[config.mk]
export PLATFORM = sky130hd
export DESIGN_NAME = usr_shift_sequencer
export DESIGN_NICKNAME = d
export VERILOG_FILES = /design/src/rtl/usr_pkg.sv /design/src/rtl/usr_datapath.sv /design/src/rtl/usr_shift_sequencer.sv
export SDC_FILE = /design/constraint.sdc
export NUM_CORES = 1
export LEC_CHECK = 0
export ABC_AREA = 1
export ABC_CLOCK_PERIOD_IN_PS = 2350
export CAP_MARGIN = 20
export CORE_MARGIN = 5
export CORE_UTILIZATION = 47
export DETAILED_ROUTE_END_ITERATION = 8
export GPL_ROUTABILITY_DRIVEN = 0
export PLACE_DENSITY = 0.9
export REMOVE_ABC_BUFFERS = 1
export SYNTH_ARGS = -nofsm -noshare
export SYNTH_HDL_FRONTEND = slang
export SYNTH_SLANG_ARGS = --single-unit
[constraint.sdc]
create_clock -name clk -period 2.35 [get_ports clk]
set_input_delay 0.3525 -clock clk [delete_from_list [all_inputs] [get_ports clk]]
set_output_delay 0.3525 -clock clk [all_outputs]
set_load 0.005 [all_outputs]
[src/rtl/usr_pkg.sv]
// Shared definitions for the universal shift register and its sequencer:
// datapath mode encodings, sequencer states and a divider-width helper.
package usr_pkg;

    // Datapath operation selected each cycle by the sequencer
    localparam logic [1:0] USR_HOLD = 2'b00;
    localparam logic [1:0] USR_SHR  = 2'b01;
    localparam logic [1:0] USR_SHL  = 2'b10;
    localparam logic [1:0] USR_LOAD = 2'b11;

    // Frame sequencing states
    typedef enum logic [1:0] {
        IDLE,
        SHIFT,
        DONE
    } seq_state_t;

    // Width of a counter that runs 0..div-1, never narrower than one bit
    function automatic int div_width(input int div);
        return (div > 1) ? $clog2(div) : 1;
    endfunction

endpackage

[src/rtl/usr_datapath.sv]
// Universal shift register: hold, shift right, shift left or parallel load,
// chosen by a two-bit mode. A right shift takes its new MSB from
// serial_in_right; a left shift takes its new LSB from serial_in_left.
module usr_datapath
    import usr_pkg::*;
#(
    parameter int WIDTH = 4
) (
    input  logic             clk,
    input  logic             reset,
    input  logic [1:0]       mode,
    input  logic [WIDTH-1:0] parallel_in,
    input  logic             serial_in_left,
    input  logic             serial_in_right,
    output logic [WIDTH-1:0] Q
);

    logic [WIDTH-1:0] q_q;
    logic [WIDTH-1:0] q_d;

    // Next register value; anything other than shift/load keeps the contents
    always_comb begin
        q_d = q_q;
        case (mode)
            USR_SHR:  q_d = {serial_in_right, q_q[WIDTH-1:1]};
            USR_SHL:  q_d = {q_q[WIDTH-2:0], serial_in_left};
            USR_LOAD: q_d = parallel_in;
            default:  q_d = q_q;
        endcase
    end

    // Register storage, cleared asynchronously by reset
    always_ff @(posedge clk or posedge reset) begin
        if (reset) begin
            q_q <= '0;
        end else begin
            q_q <= q_d;
        end
    end

    assign Q = q_q;

endmodule

[src/rtl/usr_shift_sequencer.sv]
// Serial transmit/capture engine around a universal shift register.
// A parallel word is accepted on start_valid/start_ready, shifted out on
// ser_out while ser_in is shifted in (one shift per DIV clocks), and the
// captured word is presented on rx_valid/rx_data until rx_ready.
module usr_shift_sequencer
    import usr_pkg::*;
#(
    parameter int WIDTH = 4,
    parameter int DIV   = 1
) (
    input  logic             clk,
    input  logic             reset,
    input  logic             start_valid,
    output logic             start_ready,
    input  logic [WIDTH-1:0] tx_data,
    input  logic             dir,
    input  logic             hold,
    input  logic             abort,
    input  logic             ser_in,
    output logic             ser_out,
    output logic             rx_valid,
    output logic [WIDTH-1:0] rx_data,
    input  logic             rx_ready,
    output logic             busy
);

    localparam int CNT_W = $clog2(WIDTH + 1);
    localparam int DIV_W = div_width(DIV);

    localparam logic [DIV_W-1:0] DIV_LAST  = DIV_W'(DIV - 1);
    localparam logic [CNT_W-1:0] CNT_LAST  = CNT_W'(WIDTH - 1);

    seq_state_t       state_q, state_d;
    logic [DIV_W-1:0] div_q, div_d;
    logic [CNT_W-1:0] cnt_q, cnt_d;
    logic             dir_q, dir_d;
    logic [1:0]       mode;
    logic [WIDTH-1:0] q;

    usr_datapath #(
        .WIDTH(WIDTH)
    ) u_datapath (
        .clk             (clk),
        .reset           (reset),
        .mode            (mode),
        .parallel_in     (tx_data),
        .serial_in_left  (ser_in),
        .serial_in_right (ser_in),
        .Q               (q)
    );

    assign start_ready = (state_q == IDLE) && !abort;
    assign busy        = (state_q != IDLE);
    assign rx_valid    = (state_q == DONE);
    assign rx_data     = q;
    assign ser_out     = dir_q ? q[WIDTH-1] : q[0];

    // Next-state, divider/counter update and datapath mode; abort beats hold beats tick
    always_comb begin
        state_d = state_q;
        div_d   = div_q;
        cnt_d   = cnt_q;
        dir_d   = dir_q;
        mode    = USR_HOLD;
        case (state_q)
            IDLE: begin
                if (start_valid && start_ready) begin
                    mode    = USR_LOAD;
                    dir_d   = dir;
                    div_d   = '0;
                    cnt_d   = '0;
                    state_d = SHIFT;
                end
            end
            SHIFT: begin
                if (abort) begin
                    state_d = IDLE;
                end else if (!hold) begin
                    if (div_q == DIV_LAST) begin
                        mode  = dir_q ? USR_SHL : USR_SHR;
                        div_d = '0;
                        cnt_d = cnt_q + CNT_W'(1);
                        if (cnt_q == CNT_LAST) begin
                            state_d = DONE;
                        end
                    end else begin
                        div_d = div_q + DIV_W'(1);
                    end
                end
            end
            DONE: begin
                if (abort || rx_ready) begin
                    state_d = IDLE;
                end
            end
            default: begin
                state_d = IDLE;
            end
        endcase
    end

    // Sequencer registers, cleared asynchronously by reset
    always_ff @(posedge clk or posedge reset) begin
        if (reset) begin
            state_q <= IDLE;
            div_q   <= '0;
            cnt_q   <= '0;
            dir_q   <= 1'b0;
        end else begin
            state_q <= state_d;
            div_q   <= div_d;
            cnt_q   <= cnt_d;
            dir_q   <= dir_d;
        end
    end

endmodule

==> run metrics <==
Vias/cell between 5 and 6; Hold Fails Final Rpt 0; grt total ovfl 0; H-Tree Depth 1; placed cell area 820.8 µm²; Synth Area per Inst between 7 and 8 µm²; Final period util 0.8079; cts repair resizes 0; Worst Skew ~0.0063 ns; First-pass DRT Iterations 4; sequential share of the synthesized area 0.4090; RSZ-0062 raised after global routing no; WS Path Type reg2out; IO buf count 19; die extent in x approximately 46 µm; # IOs 20; Core ar. about 1300 µm²; Initial Util 0.4822; drt drc 0; clk sinks 10; prevailing post-synth register cell dfrtp_1; Total Routed Length approximately 1500 µm; Die ar. between 2000 and 2500 µm²; WL per Instance roughly 13 µm; MaxCap Viol Count 0; initial antenna violation count 0; EDFF count, synth 0; CTS Buf Count 3; gr usage total 0.1767; Synth Cell Area ~610 µm²; DR iter-0 viols 18; synthesized instance count approximately 80; Ys Warns 0; FFs w/ async S/R, synth 1.000; Final #Nets 119; # hold bufs at CTS 0; data required time at the worst endpoint ~2.0 ns; CTS tree yes; DIE HEIGHT ~46 µm; # setup viols final 0; Max VDD drop between 0.0006 and 0.0007 V; Root Buffer clkbuf_4; share of layout cells above drive strength 1 0.1538; first-pass GRT wire length ~2500 µm; fill count 104; worst slew pin tran a little under 0.4 ns; CTS Buffer Depth 2; Max Clk Rate about 530 MHz; worst path arrival time ~1.6 ns; area delta synth->final 40.08%; static leakage 0.4163 nW; worst min-delay path class in2async; post-synthesis register bit count 10; CP startpoint kind flip-flop; largest net degree at the start of global routing 11; Detail Route Antenna Nets 0; CP max FO 6; setup bufs post-CTS 0; vias in the first global route between 500 and 600; relative slew slack 0.7410; status completed; Unique masters post-synth 22; vias post-DR 617; power per cell area around 1100 nW/µm²; Site Rows 13; Worst Setup End Kind output port; Finished Cell Area around 860 µm²; Clk Latency, worst-skew pair approximately 0.27 ns; Diodes inserted 0; min cycle time layout 1.899 ns; setup TNS 0 ns; Final Max Tran Viols 0; post-DP HPWL between 1000 and 1500 µm; clock-pin slew on the worst setup and hold paths about 0.07 ns
-- metrics by stage --
step	hold slack (ns)	power (mW)	utilization	setup slack, ns	std cells
after floorplan	0.1927	0.5660	-	1.221	81
after detailed placement	0.4833	0.7863	0.6469	0.4938	115
after global placement	0.4610	0.7613	0.6469	0.5029	115
after global routing	0.3622	1.034	0.6755	0.3879	119
final	0.3461	0.9446	0.6755	0.4515	119
after CTS	0.3611	0.9499	0.6755	0.4448	119
-- synthesized netlist by cell type (2+ instances only) --
cell | number | share of area
nand3_2 | 2 | 0.033
nand2_1 | 26 | 0.16
nor2_2 | 2 | 0.020
nor2_1 | 7 | 0.043
inv_2 | 2 | 0.012
dfrtp_1 | 10 | 0.41
ha_1 | 2 | 0.041
nand4_1 | 3 | 0.031
nand3_1 | 9 | 0.074
inv_1 | 6 | 0.037
-- path summary, 6_finish.rpt --
| check | endpoint | slack (ns) | cells past startpoint | start |
|---|---|---|---|---|
| worst max-delay path | ser_out | 0.45 | 2 | dir_q |
| worst min-delay path | dir_q | 0.35 | 2 | reset |
| worst max register to register | u_datapath.Q[0] | 1.08 | 6 | state_q[1] |
| worst min register to register | cnt_q[1] | 0.49 | 2 | cnt_q[1] |
| max in group asynchronous | cnt_q[2] | 1.72 | 2 | reset |
| min in group clk | cnt_q[1] | 0.49 | 2 | cnt_q[1] |
-- layout by cell type (no fill, tap or decap) --
cell,n
clkbuf_4,3
nand2_2,1
o21ai_2,1
nor2_1,7
nor2_4,1
o22ai_1,1
mux2_2,1
a21oi_1,1
o21ai_0,1
nand2_4,1
nand3_1,9
inv_2,2
a31oi_1,1
nand3_2,2
nand2_1,26
ha_1,2
nor3_1,1
clkinv_2,1
nand4_1,3
nor2_2,2
clkdlybuf4s50_1,19
o21ai_1,1
inv_1,6
clkbuf_8,1
dfrtp_1,10
-- critical path: stages, from the launching register on --
cell and delay [ns]:
dfrtp_1 0.46, mux2_2 0.36, clkdlybuf4s50_1 0.45
-- where the power goes --
group	leakage [nW]	internal, mW	switching (mW)
clock network	0.0210	0.0943	0.0637
logic	0.267	0.234	0.228
registers	0.129	0.244	0.0806
-- sequential cells by signal (all words and copies together), names as in the netlist --
register,flops
state_q,2
cnt_q,3
u_datapath.Q,4
dir_q,1
-- logic make-up after synthesis --
| kind of cell | share of synthesized area |
|---|---|
| AO/OA/AOI/OAI | 0.05930 |
| AND/OR/NAND/NOR | 0.4151 |
| multiplexers | 0.01840 |
| adder cells (fa/ha/maj) | 0.04089 |
| buffers and inverters | 0.05725 |
| flip-flops | 0.4090 |
-- per-layer routing --
layer | up-vias | track usage | part of all wire
li1 | 310 | - | -
met4 | 0 | 0.1420 | 0.032
met3 | 5 | 0.05469 | 0.075
met5 | - | 0 | 0
met1 | 269 | 0.2246 | 0.42
met2 | 33 | 0.2418 | 0.47
-- layout make-up --
cell class	count	area, µm²	share of cell area
multi-input combinational	62	326.6	0.3810
timing repair buffer	19	190.2	0.2219
sequential	10	250.2	0.2920
inverter	9	35.03	0.04088
clock buffer	4	36.28	0.04234
tap	15	18.77	0.02190
Note: power is estimated with default switching activity, not from simulation.
